<file path="config.mk">
export PLATFORM = sky130hd
export DESIGN_NAME = multicycle_ctrl_fsm_flat
export DESIGN_NICKNAME = d
export VERILOG_FILES = /design/src/rtl/multicycle_ctrl_fsm_pkg.sv /design/src/rtl/multicycle_ctrl_fsm_if.sv /design/src/rtl/multicycle_ctrl_fsm_ctrl_decode.sv /design/src/rtl/multicycle_ctrl_fsm.sv /design/src/flat_wrapper.sv
export SDC_FILE = /design/constraint.sdc
export NUM_CORES = 1
export LEC_CHECK = 0
export CAP_MARGIN = 20
export CORE_AREA = 2 2 87 89
export DETAILED_ROUTE_END_ITERATION = 10
export DIE_AREA = 0 0 89 91
export PLACE_DENSITY = 0.76
export SLEW_MARGIN = 20
export SYNTH_ARGS = -nofsm -noshare
export SYNTH_HDL_FRONTEND = slang
export SYNTH_SLANG_ARGS = --single-unit
</file>
<file path="constraint.sdc">
create_clock -name clk -period 3.3 [get_ports clk]
set_input_delay 0.99 -clock clk [delete_from_list [all_inputs] [get_ports clk]]
set_output_delay 0.99 -clock clk [all_outputs]
set_load 0.1 [all_outputs]
</file>
<file path="src/rtl/multicycle_ctrl_fsm_pkg.sv">
// Shared encodings for the multicycle control unit: FSM states, instruction
// classes, opcode/funct constants, ALU operation codes and the control-flag bundle.
package multicycle_ctrl_fsm_pkg;

    localparam int STATE_LEN = 3;

    typedef enum logic [STATE_LEN-1:0] {
        S_IF   = 3'd0,
        S_ID   = 3'd1,
        S_EX   = 3'd2,
        S_MEM  = 3'd3,
        S_WB   = 3'd4,
        S_TRAP = 3'd5
    } state_t;

    typedef enum logic [2:0] {
        CLS_RTYPE   = 3'd0,
        CLS_ITYPE   = 3'd1,
        CLS_LOAD    = 3'd2,
        CLS_STORE   = 3'd3,
        CLS_BRANCH  = 3'd4,
        CLS_JUMP    = 3'd5,
        CLS_ILLEGAL = 3'd6
    } instr_class_t;

    localparam logic [5:0] OP_RTYPE = 6'b000000;
    localparam logic [5:0] OP_LW    = 6'b100011;
    localparam logic [5:0] OP_SW    = 6'b101011;
    localparam logic [5:0] OP_BEQ   = 6'b000100;
    localparam logic [5:0] OP_J     = 6'b000010;
    localparam logic [5:0] OP_ADDI  = 6'b001000;
    localparam logic [5:0] OP_ORI   = 6'b001101;

    localparam logic [5:0] FN_ADD = 6'b100000;
    localparam logic [5:0] FN_SUB = 6'b100010;
    localparam logic [5:0] FN_AND = 6'b100100;
    localparam logic [5:0] FN_OR  = 6'b100101;
    localparam logic [5:0] FN_SLT = 6'b101010;

    localparam logic [3:0] ALU_AND = 4'b0000;
    localparam logic [3:0] ALU_OR  = 4'b0001;
    localparam logic [3:0] ALU_ADD = 4'b0010;
    localparam logic [3:0] ALU_SUB = 4'b0110;
    localparam logic [3:0] ALU_SLT = 4'b0111;

    typedef struct packed {
        logic reg_dst;
        logic alu_src;
        logic mem_to_reg;
        logic reg_write;
        logic mem_read;
        logic mem_write;
        logic branch;
        logic jump;
    } ctrl_flags_t;

endpackage

</file>
<file path="src/rtl/multicycle_ctrl_fsm_if.sv">
// Datapath/memory-facing signal bundle of the control unit; the controller
// uses the master view, the datapath and memories use the slave view.
interface multicycle_ctrl_fsm_if #(
    parameter int OPCODE_W = 6,
    parameter int FUNCT_W  = 6,
    parameter int ALU_OP_W = 4,
    parameter int ICOUNT_W = 32
);
    logic [OPCODE_W-1:0] opcode;
    logic [FUNCT_W-1:0]  funct;
    logic                stall;
    logic                imem_ready;
    logic                dmem_ready;

    logic [2:0]          state;
    logic                state_pc;
    logic                state_regfile_read;
    logic                state_memory;
    logic                state_regfile_write;
    logic                imem_req;
    logic                dmem_req;
    logic                ir_write;
    logic                pc_write;
    logic                pc_write_cond;
    logic                reg_dst_flag;
    logic                alu_src_flag;
    logic                mem_to_reg_flag;
    logic                reg_write_flag;
    logic                mem_read_flag;
    logic                mem_write_flag;
    logic                branch_flag;
    logic                jump_flag;
    logic [ALU_OP_W-1:0] alu_op;
    logic                instr_retired;
    logic [ICOUNT_W-1:0] icount;
    logic                illegal_op;
    logic                bus_error;

    modport master (
        input  opcode, funct, stall, imem_ready, dmem_ready,
        output state, state_pc, state_regfile_read, state_memory, state_regfile_write,
               imem_req, dmem_req, ir_write, pc_write, pc_write_cond,
               reg_dst_flag, alu_src_flag, mem_to_reg_flag, reg_write_flag,
               mem_read_flag, mem_write_flag, branch_flag, jump_flag, alu_op,
               instr_retired, icount, illegal_op, bus_error
    );

    modport slave (
        output opcode, funct, stall, imem_ready, dmem_ready,
        input  state, state_pc, state_regfile_read, state_memory, state_regfile_write,
               imem_req, dmem_req, ir_write, pc_write, pc_write_cond,
               reg_dst_flag, alu_src_flag, mem_to_reg_flag, reg_write_flag,
               mem_read_flag, mem_write_flag, branch_flag, jump_flag, alu_op,
               instr_retired, icount, illegal_op, bus_error
    );

endinterface

</file>
<file path="src/rtl/multicycle_ctrl_fsm_ctrl_decode.sv">
// Combinational instruction decoder: opcode/funct to instruction class,
// datapath control flags and ALU operation.
module ctrl_decode
    import multicycle_ctrl_fsm_pkg::*;
#(
    parameter int OPCODE_W = 6,
    parameter int FUNCT_W  = 6,
    parameter int ALU_OP_W = 4
) (
    input  logic [OPCODE_W-1:0] opcode,
    input  logic [FUNCT_W-1:0]  funct,
    output instr_class_t        cls,
    output ctrl_flags_t         flags,
    output logic [ALU_OP_W-1:0] alu_op,
    output logic                illegal
);

    always_comb begin
        cls    = CLS_ILLEGAL;
        flags  = '0;
        alu_op = '0;
        case (opcode)
            OPCODE_W'(OP_RTYPE): begin
                cls             = CLS_RTYPE;
                flags.reg_dst   = 1'b1;
                flags.reg_write = 1'b1;
                case (funct)
                    FUNCT_W'(FN_ADD): alu_op = ALU_OP_W'(ALU_ADD);
                    FUNCT_W'(FN_SUB): alu_op = ALU_OP_W'(ALU_SUB);
                    FUNCT_W'(FN_AND): alu_op = ALU_OP_W'(ALU_AND);
                    FUNCT_W'(FN_OR):  alu_op = ALU_OP_W'(ALU_OR);
                    FUNCT_W'(FN_SLT): alu_op = ALU_OP_W'(ALU_SLT);
                    default: begin
                        cls   = CLS_ILLEGAL;
                        flags = '0;
                    end
                endcase
            end
            OPCODE_W'(OP_LW): begin
                cls              = CLS_LOAD;
                flags.alu_src    = 1'b1;
                flags.mem_to_reg = 1'b1;
                flags.reg_write  = 1'b1;
                flags.mem_read   = 1'b1;
                alu_op           = ALU_OP_W'(ALU_ADD);
            end
            OPCODE_W'(OP_SW): begin
                cls             = CLS_STORE;
                flags.alu_src   = 1'b1;
                flags.mem_write = 1'b1;
                alu_op          = ALU_OP_W'(ALU_ADD);
            end
            OPCODE_W'(OP_BEQ): begin
                cls          = CLS_BRANCH;
                flags.branch = 1'b1;
                alu_op       = ALU_OP_W'(ALU_SUB);
            end
            OPCODE_W'(OP_J): begin
                cls        = CLS_JUMP;
                flags.jump = 1'b1;
            end
            OPCODE_W'(OP_ADDI): begin
                cls             = CLS_ITYPE;
                flags.alu_src   = 1'b1;
                flags.reg_write = 1'b1;
                alu_op          = ALU_OP_W'(ALU_ADD);
            end
            OPCODE_W'(OP_ORI): begin
                cls             = CLS_ITYPE;
                flags.alu_src   = 1'b1;
                flags.reg_write = 1'b1;
                alu_op          = ALU_OP_W'(ALU_OR);
            end
            default: ;
        endcase
    end

    assign illegal = (cls == CLS_ILLEGAL);

endmodule

</file>
<file path="src/rtl/multicycle_ctrl_fsm.sv">
// Multicycle IF/ID/EX/MEM/WB sequencer with memory handshakes, stall, illegal-op
// and bus-timeout trapping, latched control flags and a retired-instruction count.
module multicycle_ctrl_fsm
    import multicycle_ctrl_fsm_pkg::*;
#(
    parameter int          OPCODE_W    = 6,
    parameter int          FUNCT_W     = 6,
    parameter int          ALU_OP_W    = 4,
    parameter int          ICOUNT_W    = 32,
    parameter int unsigned MEM_TIMEOUT = 15
) (
    input  logic                  clk,
    input  logic                  rst,
    multicycle_ctrl_fsm_if.master bus
);

    localparam int               TO_W      = (MEM_TIMEOUT > 0) ? $clog2(MEM_TIMEOUT + 1) : 1;
    localparam logic [TO_W-1:0]  TO_LIMIT  = TO_W'(MEM_TIMEOUT);
    localparam logic             TO_ENABLE = (MEM_TIMEOUT != 0);

    state_t              state_q, state_d;
    instr_class_t        cls_q, cls_d;
    ctrl_flags_t         flags_q, flags_d;
    logic [ALU_OP_W-1:0] alu_op_q, alu_op_d;
    logic [TO_W-1:0]     to_q, to_d;
    logic [ICOUNT_W-1:0] icount_q, icount_d;
    logic                illegal_q, illegal_d;
    logic                bus_err_q, bus_err_d;

    instr_class_t        dec_cls;
    ctrl_flags_t         dec_flags;
    logic [ALU_OP_W-1:0] dec_alu_op;
    logic                dec_illegal;

    logic adv, ready_sel;
    logic imem_req, dmem_req, ir_write, pc_write, pc_write_cond, retire;

    ctrl_decode #(
        .OPCODE_W (OPCODE_W),
        .FUNCT_W  (FUNCT_W),
        .ALU_OP_W (ALU_OP_W)
    ) u_decode (
        .opcode  (bus.opcode),
        .funct   (bus.funct),
        .cls     (dec_cls),
        .flags   (dec_flags),
        .alu_op  (dec_alu_op),
        .illegal (dec_illegal)
    );

    always_comb begin
        state_d       = state_q;
        cls_d         = cls_q;
        flags_d       = flags_q;
        alu_op_d      = alu_op_q;
        to_d          = to_q;
        icount_d      = icount_q;
        illegal_d     = illegal_q;
        bus_err_d     = bus_err_q;
        imem_req      = 1'b0;
        dmem_req      = 1'b0;
        ir_write      = 1'b0;
        pc_write      = 1'b0;
        pc_write_cond = 1'b0;
        retire        = 1'b0;
        ready_sel     = 1'b0;
        // Strobes and transitions only fire on a live, non-reset cycle.
        adv           = !bus.stall && !rst;

        case (state_q)
            S_IF: begin
                imem_req  = 1'b1;
                ready_sel = bus.imem_ready;
                if (adv && ready_sel) begin
                    ir_write = 1'b1;
                    pc_write = 1'b1;
                    state_d  = S_ID;
                end
            end
            S_ID: begin
                if (adv) begin
                    if (dec_illegal) begin
                        state_d   = S_TRAP;
                        illegal_d = 1'b1;
                    end else begin
                        cls_d    = dec_cls;
                        flags_d  = dec_flags;
                        alu_op_d = dec_alu_op;
                        state_d  = S_EX;
                    end
                end
            end
            S_EX: begin
                if (adv) begin
                    case (cls_q)
                        CLS_BRANCH: begin
                            pc_write_cond = 1'b1;
                            retire        = 1'b1;
                            state_d       = S_IF;
                        end
                        CLS_JUMP: begin
                            pc_write = 1'b1;
                            retire   = 1'b1;
                            state_d  = S_IF;
                        end
                        CLS_LOAD, CLS_STORE: state_d = S_MEM;
                        default:             state_d = S_WB;
                    endcase
                end
            end
            S_MEM: begin
                dmem_req  = 1'b1;
                ready_sel = bus.dmem_ready;
                if (adv && ready_sel) begin
                    if (cls_q == CLS_LOAD) begin
                        state_d = S_WB;
                    end else begin
                        retire  = 1'b1;
                        state_d = S_IF;
                    end
                end
            end
            S_WB: begin
                if (adv) begin
                    retire  = 1'b1;
                    state_d = S_IF;
                end
            end
            S_TRAP: ;
            default: state_d = S_TRAP;
        endcase

        // Timeout fires only on a wait cycle, so a ready in the limit cycle wins.
        if (TO_ENABLE && adv && (imem_req || dmem_req) && !ready_sel) begin
            if (to_q == TO_LIMIT) begin
                state_d   = S_TRAP;
                bus_err_d = 1'b1;
            end else begin
                to_d = to_q + TO_W'(1);
            end
        end
        if (state_d != state_q) begin
            to_d = '0;
        end

        if (retire) begin
            icount_d = icount_q + ICOUNT_W'(1);
        end
    end

    always_ff @(posedge clk) begin
        if (rst) begin
            state_q   <= S_IF;
            cls_q     <= CLS_RTYPE;
            flags_q   <= '0;
            alu_op_q  <= '0;
            to_q      <= '0;
            icount_q  <= '0;
            illegal_q <= 1'b0;
            bus_err_q <= 1'b0;
        end else begin
            state_q   <= state_d;
            cls_q     <= cls_d;
            flags_q   <= flags_d;
            alu_op_q  <= alu_op_d;
            to_q      <= to_d;
            icount_q  <= icount_d;
            illegal_q <= illegal_d;
            bus_err_q <= bus_err_d;
        end
    end

    assign bus.state               = state_q;
    assign bus.state_pc            = (state_q == S_IF);
    assign bus.state_regfile_read  = (state_q == S_ID);
    assign bus.state_memory        = (state_q == S_MEM);
    assign bus.state_regfile_write = (state_q == S_WB);
    assign bus.imem_req            = imem_req;
    assign bus.dmem_req            = dmem_req;
    assign bus.ir_write            = ir_write;
    assign bus.pc_write            = pc_write;
    assign bus.pc_write_cond       = pc_write_cond;
    assign bus.reg_dst_flag        = flags_q.reg_dst;
    assign bus.alu_src_flag        = flags_q.alu_src;
    assign bus.mem_to_reg_flag     = flags_q.mem_to_reg;
    assign bus.reg_write_flag      = flags_q.reg_write && (state_q == S_WB) && adv;
    assign bus.mem_read_flag       = flags_q.mem_read;
    assign bus.mem_write_flag      = flags_q.mem_write;
    assign bus.branch_flag         = flags_q.branch;
    assign bus.jump_flag           = flags_q.jump;
    assign bus.alu_op              = alu_op_q;
    assign bus.instr_retired       = retire;
    assign bus.icount              = icount_q;
    assign bus.illegal_op          = illegal_q;
    assign bus.bus_error           = bus_err_q;

endmodule

</file>
<file path="src/flat_wrapper.sv">
// flat-port wrapper written by rule: the top's interface ports become plain ports
module multicycle_ctrl_fsm_flat import multicycle_ctrl_fsm_pkg::*;
#(
    parameter int          OPCODE_W    = 6,
    parameter int          FUNCT_W     = 6,
    parameter int          ALU_OP_W    = 4,
    parameter int          ICOUNT_W    = 32,
    parameter int unsigned MEM_TIMEOUT = 15
)
  (clk, rst, bus_opcode, bus_funct, bus_stall, bus_imem_ready, bus_dmem_ready, bus_state, bus_state_pc, bus_state_regfile_read, bus_state_memory, bus_state_regfile_write, bus_imem_req, bus_dmem_req, bus_ir_write, bus_pc_write, bus_pc_write_cond, bus_reg_dst_flag, bus_alu_src_flag, bus_mem_to_reg_flag, bus_reg_write_flag, bus_mem_read_flag, bus_mem_write_flag, bus_branch_flag, bus_jump_flag, bus_alu_op, bus_instr_retired, bus_icount, bus_illegal_op, bus_bus_error);
  multicycle_ctrl_fsm_if #(.OPCODE_W(OPCODE_W), .FUNCT_W(FUNCT_W), .ALU_OP_W(ALU_OP_W), .ICOUNT_W(ICOUNT_W)) bus_i ();
  input  logic clk;
  input  logic rst;
  input wire logic [$bits(bus_i.opcode)-1:0] bus_opcode;
  input wire logic [$bits(bus_i.funct)-1:0] bus_funct;
  input wire logic [$bits(bus_i.stall)-1:0] bus_stall;
  input wire logic [$bits(bus_i.imem_ready)-1:0] bus_imem_ready;
  input wire logic [$bits(bus_i.dmem_ready)-1:0] bus_dmem_ready;
  output wire logic [$bits(bus_i.state)-1:0] bus_state;
  output wire logic [$bits(bus_i.state_pc)-1:0] bus_state_pc;
  output wire logic [$bits(bus_i.state_regfile_read)-1:0] bus_state_regfile_read;
  output wire logic [$bits(bus_i.state_memory)-1:0] bus_state_memory;
  output wire logic [$bits(bus_i.state_regfile_write)-1:0] bus_state_regfile_write;
  output wire logic [$bits(bus_i.imem_req)-1:0] bus_imem_req;
  output wire logic [$bits(bus_i.dmem_req)-1:0] bus_dmem_req;
  output wire logic [$bits(bus_i.ir_write)-1:0] bus_ir_write;
  output wire logic [$bits(bus_i.pc_write)-1:0] bus_pc_write;
  output wire logic [$bits(bus_i.pc_write_cond)-1:0] bus_pc_write_cond;
  output wire logic [$bits(bus_i.reg_dst_flag)-1:0] bus_reg_dst_flag;
  output wire logic [$bits(bus_i.alu_src_flag)-1:0] bus_alu_src_flag;
  output wire logic [$bits(bus_i.mem_to_reg_flag)-1:0] bus_mem_to_reg_flag;
  output wire logic [$bits(bus_i.reg_write_flag)-1:0] bus_reg_write_flag;
  output wire logic [$bits(bus_i.mem_read_flag)-1:0] bus_mem_read_flag;
  output wire logic [$bits(bus_i.mem_write_flag)-1:0] bus_mem_write_flag;
  output wire logic [$bits(bus_i.branch_flag)-1:0] bus_branch_flag;
  output wire logic [$bits(bus_i.jump_flag)-1:0] bus_jump_flag;
  output wire logic [$bits(bus_i.alu_op)-1:0] bus_alu_op;
  output wire logic [$bits(bus_i.instr_retired)-1:0] bus_instr_retired;
  output wire logic [$bits(bus_i.icount)-1:0] bus_icount;
  output wire logic [$bits(bus_i.illegal_op)-1:0] bus_illegal_op;
  output wire logic [$bits(bus_i.bus_error)-1:0] bus_bus_error;
  assign bus_i.opcode = bus_opcode;
  assign bus_i.funct = bus_funct;
  assign bus_i.stall = bus_stall;
  assign bus_i.imem_ready = bus_imem_ready;
  assign bus_i.dmem_ready = bus_dmem_ready;
  assign bus_state = bus_i.state;
  assign bus_state_pc = bus_i.state_pc;
  assign bus_state_regfile_read = bus_i.state_regfile_read;
  assign bus_state_memory = bus_i.state_memory;
  assign bus_state_regfile_write = bus_i.state_regfile_write;
  assign bus_imem_req = bus_i.imem_req;
  assign bus_dmem_req = bus_i.dmem_req;
  assign bus_ir_write = bus_i.ir_write;
  assign bus_pc_write = bus_i.pc_write;
  assign bus_pc_write_cond = bus_i.pc_write_cond;
  assign bus_reg_dst_flag = bus_i.reg_dst_flag;
  assign bus_alu_src_flag = bus_i.alu_src_flag;
  assign bus_mem_to_reg_flag = bus_i.mem_to_reg_flag;
  assign bus_reg_write_flag = bus_i.reg_write_flag;
  assign bus_mem_read_flag = bus_i.mem_read_flag;
  assign bus_mem_write_flag = bus_i.mem_write_flag;
  assign bus_branch_flag = bus_i.branch_flag;
  assign bus_jump_flag = bus_i.jump_flag;
  assign bus_alu_op = bus_i.alu_op;
  assign bus_instr_retired = bus_i.instr_retired;
  assign bus_icount = bus_i.icount;
  assign bus_illegal_op = bus_i.illegal_op;
  assign bus_bus_error = bus_i.bus_error;
  multicycle_ctrl_fsm #(.OPCODE_W(OPCODE_W), .FUNCT_W(FUNCT_W), .ALU_OP_W(ALU_OP_W), .ICOUNT_W(ICOUNT_W), .MEM_TIMEOUT(MEM_TIMEOUT)) u_core (.clk(clk), .rst(rst), .bus(bus_i));
endmodule
</file>
# Word-level counts from Yosys, hierarchy flattened
# Index checks and enable logic that the tools add are counted.
# Widths: inputs -> output; s select.
# totals
regBits,56
in_bits,17
out_inout_bits,59
# classes
n_addsub,2
n_eq_ne,23
muxes,41
bitwise,2
n_reduce_logical,25
# ops
operator,count
$eq 6x6->1 const B,7
$pmux 3 s6,2
$add 32x1->32 const B,1
$mux 3,10
$pmux 1 s2,9
$pmux 4 s4,1
$eq 3x3->1 const B,5
$mux 1,15
$eq 3x2->1 const B,4
$eq 6x4->1 const B,2
$pmux 3 s4,1
$mux 8,1
$reduce_or 2->1,4
$logic_and 1x1->1,7
$eq 6x2->1 const B,1
$eq 6x3->1 const B,1
$logic_not 6->1,1
$pmux 3 s2,1
$reduce_and 3->1,2
$reduce_or 3->1,2
$reduce_or 5->1,1
$add 4x1->4 const B,1
$eq 4x4->1 const B,1
$reduce_and 2->1,2
other kinds (8),11

# Depth between registers and ports, before layout
# logic_depth
depth_word,12
ltp_mapped,9
depth_no_buf,6

# Modules after synthesis
# From an unflattened synthesis, not the netlist that was laid out.
# hier_totals
hier_cells,414
area_unflattened_um2,3214.3
# modules_own_cells
mod,instances,cells_each,area_each_um2
multicycle_ctrl_fsm,1,354,2810.2
ctrl_decode,1,60,404.1

# Worst setup path before layout
# Ideal clock, no wire load.
# synth_timing
path_type,reg2out
startpoint,"register u_core.state_q[0], in the netlist u_core.bus.state[0]"
endpoint,output bus_pc_write
arrival_ns,4.921
required_ns,2.310
setup_slack_ns,-2.611
stages_incl_launch_ff,5
cell_sequence,dfxtp_1 > buf_2 > nor3_1 > and3_1 > a21o_1
# synth_via
elab_chain_cells,2
word_cells_on_any_way,3
cone_classes,eq/ne: 1; mux: 1; reduce/logical: 1
# synth_rtl
item,line,rtl
from (decl),multicycle_ctrl_fsm.sv:21,"state_t state_q, state_d;"
from (signal assigned),multicycle_ctrl_fsm.sv:162,state_q <= state_d;
$eq 3x2->1 or $logic_not 3->1 (tied branches),multicycle_ctrl_fsm.sv:70,case (state_q)
$pmux 1 s2 *,multicycle_ctrl_fsm.sv:70,
to (decl),flat_wrapper.sv:27,output wire logic [$bits(bus_i.pc_write)-1:0] bus_pc_write;
# Every way passes the cells marked *; elsewhere a longest branch is shown, timed or not.

# Worst setup path after layout
# layout_timing
startpoint,input bus_dmem_ready
endpoint,output bus_instr_retired
# layout_via
elab_chain_cells,3
# layout_rtl
item,line,rtl
from (decl),flat_wrapper.sv:18,input wire logic [$bits(bus_i.dmem_ready)-1:0] bus_dmem_ready;
$logic_and 1x1->1,multicycle_ctrl_fsm.sv:114,if (adv && ready_sel) begin
$mux 1,multicycle_ctrl_fsm.sv:114,
$pmux 1 s3,multicycle_ctrl_fsm.sv:70,
to (decl),flat_wrapper.sv:38,output wire logic [$bits(bus_i.instr_retired)-1:0] bus_instr_retired;
# Every way passes these cells.

==> summary.md <==
| Metric | Value |
|---|---|
| Vias | about 3,400 |
| CP Data Required Time | 2.31 ns |
| Dpl hpwl | around 6200 µm |
| Setup WS post-layout | 0.003628 ns |
| Worst-path maximum fanout | 2 |
| Reg clk slew, reported paths | about 0.09 ns |
| DRT Pass-1 Iters | 5 |
| Worst Tran Pin Value | 0.5941 ns |
| P_sw | roughly 340 µW |
| Initial DRC Count | 215 |
| Total Power | 1205 µW |
| Residual DRC count | 0 |
| Post-DR vias/cell | 5.854 |
| Period utilization | 99.89% |
| Status | completed |
| Switch share | approximately 28% |
| Post-synthesis mux area share | 1.301% |
| Cell Pwr Density | slightly below 300 nW/µm² |
| Worst Min Path Start | u_core.bus.branch_flag |
| Number of I/O pins | 76 |
| Die area | 8099 µm² |
| Initial antenna violation count | 0 |
| Share of cells above drive strength 1 | 24.33% |
| Critical path class | in -> out |
| Worst VDD drop | 0.0001473 V |
| Crit end category | output port |
| CTS tree | built |
| Synth Area in Adders | 0.7883% |
| Post-CTS Setup Inserts | 0 |
| Yosys warns | 0 |
| Comb pwr share | 14.7% |
| Synth Cell Area | about 3200 µm² |
| Core Region | approximately 7000 µm² |
| Synth top area cells | dfxtp_1, a21oi_1, o21ai_0 |
| Fill cells | 662 |
| Final setup fails | 0 |
| Max cap viols | 0 |
| Data arrival time of the worst path | 2.31 ns |
| Seq pwr share | 54.7% |
| Headroom to the max-slew limit | 60.09% |
| Count leader, synth | dfxtp_1 |
| Root buf cell | clkbuf_8 |
| Setup slack, reg-to-reg | 0.81 ns |
| H-tree lvl count | 2 |
| Area share of and/or/nand/nor cells after synthesis | between 30% and 40% |
| Largest family of logic cells by synthesized area | simple AND/OR/NAND/NOR gates |
| Post-Syn Area per Cell | 7.761 µm² |
| Post-synth top flop | dfxtp_1 |
| Reg2Reg Depth | 6 |
| Input/output buffers | 74 |
| Initial core utilization | between 40% and 50% |
| Fmax | roughly 300 MHz |
| WL per Instance | 14.63 µm |
| Seq/Total Area, Yosys | 34.06% |
| Leakage | 0.001477 µW |
| Cell area after layout | 4174 µm² |
| First-pass GRT wire length | 13,940 µm |
| Largest net degree at the start of global routing | 57 |
| Synthesis-to-finish area growth | 31.49% |
| Post-synth ARST share | 0% |
| Xor/xnor cell area share of the yosys netlist | 1.655% |
| Storage cell area | 1084 µm² |
| Die X | 89 µm |
| Chip Height | 91 µm |
| CTS max path bufs | 2 |
| Placement Cell Area | slightly above 4000 µm² |
| List of most frequent post-synthesis cells | dfxtp_1, a21oi_1, o21ai_0, nand2_1 |
| Clock power share | 30.6% |
| Min-Delay Endpoint | u_core.bus.branch_flag |
| Ant diodes | 0 |
| Vias in the first global route | 3,005 |
| Total Wirelength | 8545 µm |
| Post-DRT Antenna Nets | 0 |
| Gr ovfl total | 0 |
| Seq cells post-synth | 54 |
| Minimum clock period | 3.296 ns |
| Area fraction of the dominant cell type after synthesis | around a third |
| Critical Path Start Type | input pin |
| Slew Viols, Final | 0 |
| Top cell type by total area after synthesis | dfxtp_1 |
| Distinct cells, synth | 61 |
| Compound-cell area share of the yosys netlist | 22.55% |
| Reg2Reg Capture Point | u_core.bus.icount[7] |
| Worst hold slack | 0.4844 ns |
| Cells after DPL | 577 |
| Number of synthesized flops with an enable pin | 0 |
| Post-Synthesis Net Count | 428 |
| Area of the multi-input gates | 1946 µm² |
| Clk_skew | 0.008953 ns |
| Worst r2r src | u_core.bus.state[1] |
| Clk sinks | 54 |
| Gpl congestion | 0.8882 |
| Final nets | between 500 and 600 |
| Skew-Pair Late Insertion Delay | approximately 0.31 ns |
| GRT Overall Usage | 20.95% |
| Worst slack at placement | -0.3705 ns |
| Final hold violations | 0 |
| WHS Path Cells | 2 |
| HP Class | reg -> reg |
| Synth Instances | between 400 and 500 |
| Internal Pwr Total | 866.8 µW |
| Rows | 31 |
| CTS buffer count | 5 |
| Finished Layout Cells | 584 |
-- worst max-delay path by stage --
| stage | startpoint | end | slack, ns | depth (start not counted) |
|---|---|---|---|---|
| after CTS | rst | bus_pc_write | -0.009 | 6 |
| after global placement | bus_stall | bus_pc_write | -0.35 | 6 |
| final | bus_dmem_ready | bus_instr_retired | 0.004 | 7 |
| after floorplan | rst | bus_pc_write_cond | -0.34 | 4 |
| after detailed placement | bus_stall | bus_pc_write | -0.37 | 6 |
| after global routing | bus_dmem_ready | bus_instr_retired | -0.02 | 7 |
-- registers in the layout, indices dropped and copies added (netlist names) --
name / cells
u_core.bus.jump_flag: 1
u_core.bus.bus_error: 1
u_core.cls_q: 3
u_core.bus.alu_op: 3
u_core.flags_q: 1
u_core.bus.mem_write_flag: 1
u_core.bus.alu_src_flag: 1
u_core.bus.mem_to_reg_flag: 1
u_core.bus.illegal_op: 1
u_core.bus.state: 3
u_core.to_q: 4
u_core.bus.reg_dst_flag: 1
u_core.bus.icount: 32
u_core.bus.branch_flag: 1
-- cells by family (layout without fill, tap and decap cells) --
family,Yosys count,in the layout
AO/OA/AOI/OAI,118,118
flip-flops,54,54
other,1,1
multiplexers,4,4
buffers and inverters,47,123
adder cells (fa/ha/maj),2,2
XOR/XNOR,6,6
AND/OR/NAND/NOR,177,177
-- power by group through the flow --
stage / registers, µW / clock network (µW) / logic (µW)
2_1_floorplan: 682 / 0 / 106
3_3_place_gp: 674 / 0 / 173
3_5_place_dp: 674 / 0 / 175
4_1_cts: 659 / 381 / 176
5_1_grt: 660 / 404 / 189
6_report: 659 / 368 / 177
-- area by class of cell --
cell class	count	share of cell area (%)
Multi-Input combinational cell	308	46.61
Sequential cell	54	25.96
Timing Repair Buffer	104	21.31
Tap cell	99	2.968
Clock buffer	5	1.649
Inverter	12	1.169
Clock inverter	2	0.3297
-- metal layers --
metal / wire length, µm / global-route usage [%] / vias up
met5: 0 / 0 / -
met4: 127 / 7.338 / 0
met3: 396 / 2.545 / 11
met2: 4122 / 33.46 / 114
met1: 3898 / 28.85 / 1587
li1: - / - / 1707
-- timing repair --
item	4_1_cts	5_1_grt
hold buffers	0	0
resized for setup	12	2
pin swaps	6	5
endpoints found under the setup margin	5	2
-- critical path, cell delays in order --
cell and delay [ns]:
clkdlybuf4s15_1 0.19, or3b_4 0.40, o31ai_2 0.22, buf_4 0.16, a21oi_4 0.07, clkinvlp_4 0.11
buf_12 0.17
-- cell usage in the layout (no fill, tap or decap), drive strengths merged, types with 4 or more instances in the layout --
| cell type | Yosys | routed |
|---|---|---|
| clkdlybuf4s50 | 0 | 13 |
| nand3 | 17 | 17 |
| buf | 14 | 90 |
| o21ai | 30 | 30 |
| nor2 | 21 | 21 |
| or4 | 20 | 20 |
| inv | 12 | 12 |
| nor4 | 10 | 10 |
| nand4 | 19 | 19 |
| dfxtp | 54 | 54 |
| nor2b | 4 | 4 |
| and3 | 6 | 6 |
| and4 | 4 | 4 |
| nand2 | 24 | 24 |
| clkbuf | 21 | 5 |
| and2 | 4 | 4 |
| nor3 | 16 | 16 |
| or3 | 16 | 16 |
| a21oi | 47 | 47 |
| o31ai | 16 | 16 |
-- metrics by stage --
| step | TNS, ns | utilization (%) |
|---|---|---|
| floorplan | -0.7564 | - |
| CTS | -0.009090 | 58.33 |
| finish | 0 | 58.49 |
| global placement | -0.9985 | 56.96 |
| global route | -0.02371 | 58.49 |
| detailed placement | -1.820 | 56.96 |
(Power assumes the default switching activity.)
